[src/rtl/fetch_pc_unit_pkg.sv]
// Shared types and address helpers for the instruction-fetch front end.
// All PCs live in a word-aligned space of IMEM_WORDS*4 bytes.
package fetch_pc_unit_pkg;

   localparam int unsigned PC_W = 32;

   typedef enum logic [1:0] {S_BOOT, S_RUN, S_HALT} state_e;
   typedef enum logic [1:0] {SEL_HALT, SEL_REDIR, SEL_STALL, SEL_SEQ} sel_e;

   function automatic logic [PC_W-1:0] addr_mask(input int unsigned imem_words);
      return PC_W'(imem_words * 4) - PC_W'(1);
   endfunction

   function automatic logic [PC_W-1:0] sanitize_addr(input logic [PC_W-1:0] addr,
                                                     input int unsigned     imem_words);
      return addr & addr_mask(imem_words) & ~PC_W'(3);
   endfunction

   function automatic logic addr_bad(input logic [PC_W-1:0] addr,
                                     input int unsigned     imem_words);
      return (addr[1:0] != 2'b00) || ((addr & ~addr_mask(imem_words)) != '0);
   endfunction

endpackage

[src/rtl/fetch_pc_unit_if.sv]
// Control/status bundle between the fetch unit and its decode/branch neighbours.
interface fetch_pc_unit_if;
   import fetch_pc_unit_pkg::*;

   logic            stall;
   logic            branch_taken;
   logic [PC_W-1:0] branch_target;
   logic            jump;
   logic [PC_W-1:0] jump_target;
   logic            halt;
   logic [PC_W-1:0] pc;
   logic [PC_W-1:0] fetch_pc;
   logic [PC_W-1:0] fetch_pc_plus4;
   logic            fetch_valid;
   logic            halted;
   logic            addr_err;

   modport master (
      output stall, branch_taken, branch_target, jump, jump_target, halt,
      input  pc, fetch_pc, fetch_pc_plus4, fetch_valid, halted, addr_err
   );

   modport slave (
      input  stall, branch_taken, branch_target, jump, jump_target, halt,
      output pc, fetch_pc, fetch_pc_plus4, fetch_valid, halted, addr_err
   );

endinterface

[src/rtl/fetch_pc_unit_next_pc_sel.sv]
// Combinational next-PC priority select: halt > branch > jump > stall > sequential,
// with redirect-target sanitising and bad-target detection.
module next_pc_sel
   import fetch_pc_unit_pkg::*;
#(
   parameter int unsigned IMEM_WORDS = 1024
) (
   input  logic            halt_i,
   input  logic            branch_taken_i,
   input  logic [PC_W-1:0] branch_target_i,
   input  logic            jump_i,
   input  logic [PC_W-1:0] jump_target_i,
   input  logic            stall_i,
   input  logic [PC_W-1:0] pc_q_i,
   output sel_e            sel_o,
   output logic [PC_W-1:0] redir_pc_o,
   output logic            addr_err_set_o,
   output logic [PC_W-1:0] pc_plus4_o
);

   logic [PC_W-1:0] target;

   always_comb begin
      // Branch comes from the older instruction, so a simultaneous jump is dropped.
      target = branch_taken_i ? branch_target_i : jump_target_i;

      sel_o = SEL_SEQ;
      if (halt_i)                        sel_o = SEL_HALT;
      else if (branch_taken_i || jump_i) sel_o = SEL_REDIR;
      else if (stall_i)                  sel_o = SEL_STALL;

      redir_pc_o     = sanitize_addr(target, IMEM_WORDS);
      addr_err_set_o = (sel_o == SEL_REDIR) && addr_bad(target, IMEM_WORDS);
      pc_plus4_o     = sanitize_addr(pc_q_i + PC_W'(4), IMEM_WORDS);
   end

endmodule

[src/rtl/fetch_pc_unit.sv]
// Program counter and fetch-tag tracking in front of a 1-cycle-latency InstMem.
// FetchPc/FetchValid describe the instruction InstMem is presenting on InstReg.
module fetch_pc_unit
   import fetch_pc_unit_pkg::*;
#(
   parameter logic [31:0] RESET_PC   = 32'h0000_0000,
   parameter int unsigned IMEM_WORDS = 1024
) (
   input  logic            clk_i,
   input  logic            rst_i,
   fetch_pc_unit_if.slave  bus_if
);

   localparam logic [PC_W-1:0] RESET_PC_PLUS4 = sanitize_addr(RESET_PC + PC_W'(4), IMEM_WORDS);

   state_e          state_q, state_d;
   logic [PC_W-1:0] pc_q, pc_d;
   logic [PC_W-1:0] fetch_pc_q, fetch_pc_d;
   logic [PC_W-1:0] fetch_pc_plus4_q, fetch_pc_plus4_d;
   logic            fetch_valid_q, fetch_valid_d;
   logic            addr_err_q, addr_err_d;

   sel_e            sel;
   logic [PC_W-1:0] redir_pc;
   logic            addr_err_set;
   logic [PC_W-1:0] pc_plus4;

   next_pc_sel #(.IMEM_WORDS(IMEM_WORDS)) u_next_pc_sel (
      .halt_i          (bus_if.halt),
      .branch_taken_i  (bus_if.branch_taken),
      .branch_target_i (bus_if.branch_target),
      .jump_i          (bus_if.jump),
      .jump_target_i   (bus_if.jump_target),
      .stall_i         (bus_if.stall),
      .pc_q_i          (pc_q),
      .sel_o           (sel),
      .redir_pc_o      (redir_pc),
      .addr_err_set_o  (addr_err_set),
      .pc_plus4_o      (pc_plus4)
   );

   always_comb begin
      state_d          = state_q;
      pc_d             = pc_q;
      fetch_pc_d       = fetch_pc_q;
      fetch_pc_plus4_d = fetch_pc_plus4_q;
      fetch_valid_d    = fetch_valid_q;
      addr_err_d       = addr_err_q;

      unique case (state_q)
         S_BOOT: begin
            fetch_pc_d       = pc_q;
            fetch_pc_plus4_d = pc_plus4;
            pc_d             = pc_plus4;
            fetch_valid_d    = 1'b1;
            state_d          = S_RUN;
         end
         S_RUN: begin
            unique case (sel)
               SEL_HALT: begin
                  state_d       = S_HALT;
                  fetch_valid_d = 1'b0;
               end
               // InstMem captures the old PcReg at this edge: tag it, but mark it wrong-path.
               SEL_REDIR: begin
                  fetch_pc_d       = pc_q;
                  fetch_pc_plus4_d = pc_plus4;
                  pc_d             = redir_pc;
                  fetch_valid_d    = 1'b0;
                  addr_err_d       = addr_err_q | addr_err_set;
               end
               SEL_STALL: begin
               end
               SEL_SEQ: begin
                  fetch_pc_d       = pc_q;
                  fetch_pc_plus4_d = pc_plus4;
                  pc_d             = pc_plus4;
                  fetch_valid_d    = 1'b1;
               end
               default: begin
               end
            endcase
         end
         S_HALT: begin
            fetch_valid_d = 1'b0;
         end
         default: begin
            state_d = S_BOOT;
         end
      endcase
   end

   always_ff @(posedge clk_i or posedge rst_i) begin
      if (rst_i) begin
         state_q          <= S_BOOT;
         pc_q             <= RESET_PC;
         fetch_pc_q       <= RESET_PC;
         fetch_pc_plus4_q <= RESET_PC_PLUS4;
         fetch_valid_q    <= 1'b0;
         addr_err_q       <= 1'b0;
      end else begin
         state_q          <= state_d;
         pc_q             <= pc_d;
         fetch_pc_q       <= fetch_pc_d;
         fetch_pc_plus4_q <= fetch_pc_plus4_d;
         fetch_valid_q    <= fetch_valid_d;
         addr_err_q       <= addr_err_d;
      end
   end

   // During a plain stall InstMem re-reads the held instruction so InstReg stays put.
   assign bus_if.pc             = (state_q == S_RUN && sel == SEL_STALL) ? fetch_pc_q : pc_q;
   assign bus_if.fetch_pc       = fetch_pc_q;
   assign bus_if.fetch_pc_plus4 = fetch_pc_plus4_q;
   assign bus_if.fetch_valid    = fetch_valid_q;
   assign bus_if.halted         = (state_q == S_HALT);
   assign bus_if.addr_err       = addr_err_q;

endmodule
[src/flat_wrapper.sv]
// flat-port wrapper written by rule: the top's interface ports become plain ports
module fetch_pc_unit_flat import fetch_pc_unit_pkg::*;
#(
   parameter logic [31:0] RESET_PC   = 32'h0000_0000,
   parameter int unsigned IMEM_WORDS = 1024
)
  (clk_i, rst_i, bus_if_stall, bus_if_branch_taken, bus_if_branch_target, bus_if_jump, bus_if_jump_target, bus_if_halt, bus_if_pc, bus_if_fetch_pc, bus_if_fetch_pc_plus4, bus_if_fetch_valid, bus_if_halted, bus_if_addr_err);
  fetch_pc_unit_if bus_if_i ();
  input  logic clk_i;
  input  logic rst_i;
  input wire logic [$bits(bus_if_i.stall)-1:0] bus_if_stall;
  input wire logic [$bits(bus_if_i.branch_taken)-1:0] bus_if_branch_taken;
  input wire logic [$bits(bus_if_i.branch_target)-1:0] bus_if_branch_target;
  input wire logic [$bits(bus_if_i.jump)-1:0] bus_if_jump;
  input wire logic [$bits(bus_if_i.jump_target)-1:0] bus_if_jump_target;
  input wire logic [$bits(bus_if_i.halt)-1:0] bus_if_halt;
  output wire logic [$bits(bus_if_i.pc)-1:0] bus_if_pc;
  output wire logic [$bits(bus_if_i.fetch_pc)-1:0] bus_if_fetch_pc;
  output wire logic [$bits(bus_if_i.fetch_pc_plus4)-1:0] bus_if_fetch_pc_plus4;
  output wire logic [$bits(bus_if_i.fetch_valid)-1:0] bus_if_fetch_valid;
  output wire logic [$bits(bus_if_i.halted)-1:0] bus_if_halted;
  output wire logic [$bits(bus_if_i.addr_err)-1:0] bus_if_addr_err;
  assign bus_if_i.stall = bus_if_stall;
  assign bus_if_i.branch_taken = bus_if_branch_taken;
  assign bus_if_i.branch_target = bus_if_branch_target;
  assign bus_if_i.jump = bus_if_jump;
  assign bus_if_i.jump_target = bus_if_jump_target;
  assign bus_if_i.halt = bus_if_halt;
  assign bus_if_pc = bus_if_i.pc;
  assign bus_if_fetch_pc = bus_if_i.fetch_pc;
  assign bus_if_fetch_pc_plus4 = bus_if_i.fetch_pc_plus4;
  assign bus_if_fetch_valid = bus_if_i.fetch_valid;
  assign bus_if_halted = bus_if_i.halted;
  assign bus_if_addr_err = bus_if_i.addr_err;
  fetch_pc_unit #(.RESET_PC(RESET_PC), .IMEM_WORDS(IMEM_WORDS)) u_core (.clk_i(clk_i), .rst_i(rst_i), .bus_if(bus_if_i));
endmodule
[config.mk]
export PLATFORM = sky130hd
export DESIGN_NAME = fetch_pc_unit_flat
export DESIGN_NICKNAME = d
export VERILOG_FILES = /design/src/rtl/fetch_pc_unit_pkg.sv /design/src/rtl/fetch_pc_unit_if.sv /design/src/rtl/fetch_pc_unit_next_pc_sel.sv /design/src/rtl/fetch_pc_unit.sv /design/src/flat_wrapper.sv
export SDC_FILE = /design/constraint.sdc
export NUM_CORES = 1
export LEC_CHECK = 0
export CAP_MARGIN = 20
export CORE_ASPECT_RATIO = 0.8
export CORE_UTILIZATION = 37
export DETAILED_ROUTE_END_ITERATION = 10
export PLACE_DENSITY_LB_ADDON = 0.08
export SLEW_MARGIN = 10
export SYNTH_ARGS = -nofsm -noshare
export SYNTH_HDL_FRONTEND = slang
export SYNTH_SLANG_ARGS = --single-unit
[constraint.sdc]
create_clock -name clk_i -period 2 [get_ports clk_i]
set_input_delay 0.5 -clock clk_i [delete_from_list [all_inputs] [get_ports clk_i]]
set_output_delay 0.5 -clock clk_i [all_outputs]
set_load 0.1 [all_outputs]
==> flow_summary.rst <==
.. list-table::
   :header-rows: 1

   * - Metric
     - Value
   * - Result of the run
     - complete, but fails checks
   * - Failing checks
     - negative setup slack
   * - Dominant cell type by area after synthesis
     - dfrtp_1
   * - Synthesized area divided by synthesized cell count
     - 9.55 um^2
   * - Number of iterations in the first detailed-routing pass
     - 4
   * - Final WL
     - 6800 um
   * - X dimension of the die
     - 95.2 um
   * - Hold depth
     - 2
   * - Final setup violation count
     - 10
   * - Count of synthesis-stage warnings from yosys
     - 0
   * - Minimum period implied by the final worst setup slack
     - 2.17 ns
   * - Top cells by instance count after synthesis
     - buf_4, dfrtp_1, o21ai_0
   * - Hold Slack
     - 0.533 ns
   * - CTS tree
     - built
   * - Residual DRC count
     - 0
   * - Number of hold-slack violations in the final timing report
     - 0
   * - Category of the most critical setup path
     - flip-flop to output pin
   * - Layout net count
     - 457
   * - Filler-free cell count of the finished design
     - 471
   * - First-pass GRT wire length
     - 10900 um
   * - Count of antenna diodes in the layout
     - 0
   * - Summed instance area of the synthesized netlist
     - 2570 um^2
   * - Setup clock skew after layout
     - 0.00224 ns
   * - Filler cell count
     - 560
   * - Buffer depth of the longest clock path
     - 2
   * - Type of destination of the critical path
     - output pin
   * - Count leader, synth
     - buf_4
   * - Number of clock buffers inserted by TritonCTS
     - 5
   * - Placeable Area
     - 6540 um^2
   * - Area overhead of the layout relative to synthesis
     - 57.5%
   * - Leading register cell type out of synthesis
     - dfrtp_1
   * - Routed length per placed instance
     - 14.4 um
   * - Netlist cell types
     - 50
   * - DPL Wire Length
     - 5280 um
   * - Number of enable flip-flop cells after synthesis
     - 0
   * - Clk slew on worst S/H paths
     - 0.07 ns
   * - # Max-Cap Violations
     - 0
   * - Cells after synthesis
     - 269
   * - Top area cells in the synthesized netlist
     - dfrtp_1, buf_4, mux2_2
   * - Count of placed standard cells including taps
     - 461
   * - Buffer cell driving the clock tree root
     - clkbuf_8
   * - Grt total ovfl
     - 0
   * - Die H
     - 76.5 um
   * - Startpoint types
     - flip-flop
   * - Final weighted congestion in routability-driven placement
     - 0.756
   * - Boundary Pins
     - 169
   * - Area enclosed by the die boundary
     - 7290 um^2
   * - CTS hold repair buffers
     - 0
   * - Post-synthesis sequential area ratio
     - 0.332
   * - Via-per-instance ratio
     - 4.69
   * - Top cell type's share of synthesized area
     - 0.321
   * - Endpoint arrival time on the critical path
     - 1.67 ns
   * - FFs w/ async S/R, synth
     - 1.00
   * - Setup repair after global routing missed its margin
     - true
   * - Number of synthesized register bits
     - 34
   * - IO buf count
     - 102
   * - Worst Hold Class
     - flip-flop to flip-flop
   * - Minimum setup slack in the final design
     - -0.167 ns
   * - Final Core Density
     - 0.619
   * - Clock network latency to the later pin of the worst-skew pair
     - 0.29 ns
   * - Clock tree sinks
     - 34
   * - Number of antenna violations at the first check in global routing
     - 0
   * - Max Slew Vio Count
     - 0
   * - Max Clock Freq
     - 0.461 GHz
   * - Vias in the first global route
     - 2122
   * - Share of post-route cells with drive strength above 1
     - 0.264
   * - Number of rows created at floorplan
     - 26
   * - Req. time, crit path
     - 1.50 ns
   * - Maximum number of pins on one net before global-route repair
     - 35
   * - Overall routing resource usage
     - 0.195
   * - Antenna violation net count after detailed routing
     - 0
   * - Worst reg2reg path depth
     - 6
   * - Maximum fanout along the worst path
     - 6
   * - Total number of vias
     - 2209
   * - Starting DRT DRC Count
     - 72
   * - Tcrit/Tclk final
     - 1.08
   * - Depth of the CTS H-tree
     - 2
   * - Initial Util
     - 0.393
## cells in the final DEF, fill, tap and decap left out, types with 3 or more instances in the layout
cell type,n
clkdlybuf4s50_1,65
mux2_2,9
nor3_1,5
o22ai_1,5
nand4_1,5
mux2i_1,4
dfrtp_1,32
xnor2_1,3
a21oi_1,4
clkbuf_8,6
nor4_1,9
buf_6,3
buf_4,22
nand3_1,4
nand2_1,4
inv_1,5
a2bb2oi_1,3
a211oi_1,10
conb_1,66
o21ai_0,24
nor2_1,5
buf_12,36
xor2_1,4
mux2_4,14
## flip-flops by register name (all words and copies together), names as in the netlist
| register | cells |
|---|---|
| u_core.bus_if.fetch_pc | 10 |
| u_core.bus_if.fetch_pc_plus4 | 10 |
| u_core.pc_q | 10 |
| u_core.state_q | 2 |
| u_core.bus_if.addr_err | 1 |
| u_core.bus_if.fetch_valid | 1 |
## per-layer routing
layer / track usage / vias up / wire, um
met3: 0.0419 / 12 / 419
met2: 0.288 / 88 / 3140
met5: 0 / - / 0
li1: - / 1074 / -
met1: 0.281 / 1035 / 3140
met4: 0.0576 / 0 / 100
## repair_timing
item / CTS / global route
setup buffers: 1 / 1
cloned: 0 / 0
setup endpoints to repair: 14 / 10
pin swaps: 2 / 1
resized for setup: 25 / 5
## metrics by stage
stage / worst slack [ns] / TNS [ns] / instance area, um^2
after detailed placement: -0.636 / -13.34 / 3890
after CTS: -0.175 / -1.59 / 4020
after global routing: -0.226 / -2.12 / 4050
after global placement: -0.594 / -12.59 / 3890
final: -0.167 / -1.53 / 4050
after floorplan: -0.109 / -0.978 / 2820
## worst paths after layout
| check | start | endpoint | slack [ns] |
|---|---|---|---|
| worst min-delay path | u_core.bus_if.fetch_pc_plus4[2] | u_core.bus_if.fetch_pc_plus4[2] | 0.53 |
| max in group asynchronous | rst_i | u_core.bus_if.fetch_pc_plus4[2] | 1.21 |
| worst max register to register | u_core.state_q[0] | u_core.pc_q[2] | 0.26 |
| worst max-delay path | u_core.state_q[0] | bus_if_pc[3] | -0.17 |
| worst min register to register | u_core.bus_if.fetch_pc_plus4[2] | u_core.bus_if.fetch_pc_plus4[2] | 0.53 |
| min in group asynchronous | rst_i | u_core.bus_if.fetch_pc[3] | 0.55 |
## worst max-delay path, cell delays in order, from the launching register on
cell and delay (ns):
dfrtp_1 0.38, nor2b_2 0.16, nand3b_1 0.15, buf_6 0.19, mux2_4 0.33, buf_12 0.17
## cell type report
type / count / area, um^2 / share of cell area
clock buffer: 6 / 82.6 / 0.0204
multi-input combinational: 211 / 1390 / 0.343
timing repair buffer: 129 / 1590 / 0.393
inverter: 5 / 18.8 / 0.00464
sequential: 34 / 853 / 0.211
tap: 84 / 105 / 0.0260
clock inverter: 2 / 12.5 / 0.00309
## logic make-up after synthesis
kind of cell | after synthesis | share of synthesized area
simple gates | 49 | 0.116
other cells | 1 | 0.00146
mux | 27 | 0.122
compound gates | 61 | 0.155
fa+ha+maj | 1 | 0.00487
flops | 34 | 0.332
xor+xnor | 7 | 0.0239
buf+inv | 89 | 0.245
Power is left out: the tool's default activity adds up to more than one toggle a clock period on the data nets, which glitch-free logic cannot reach.
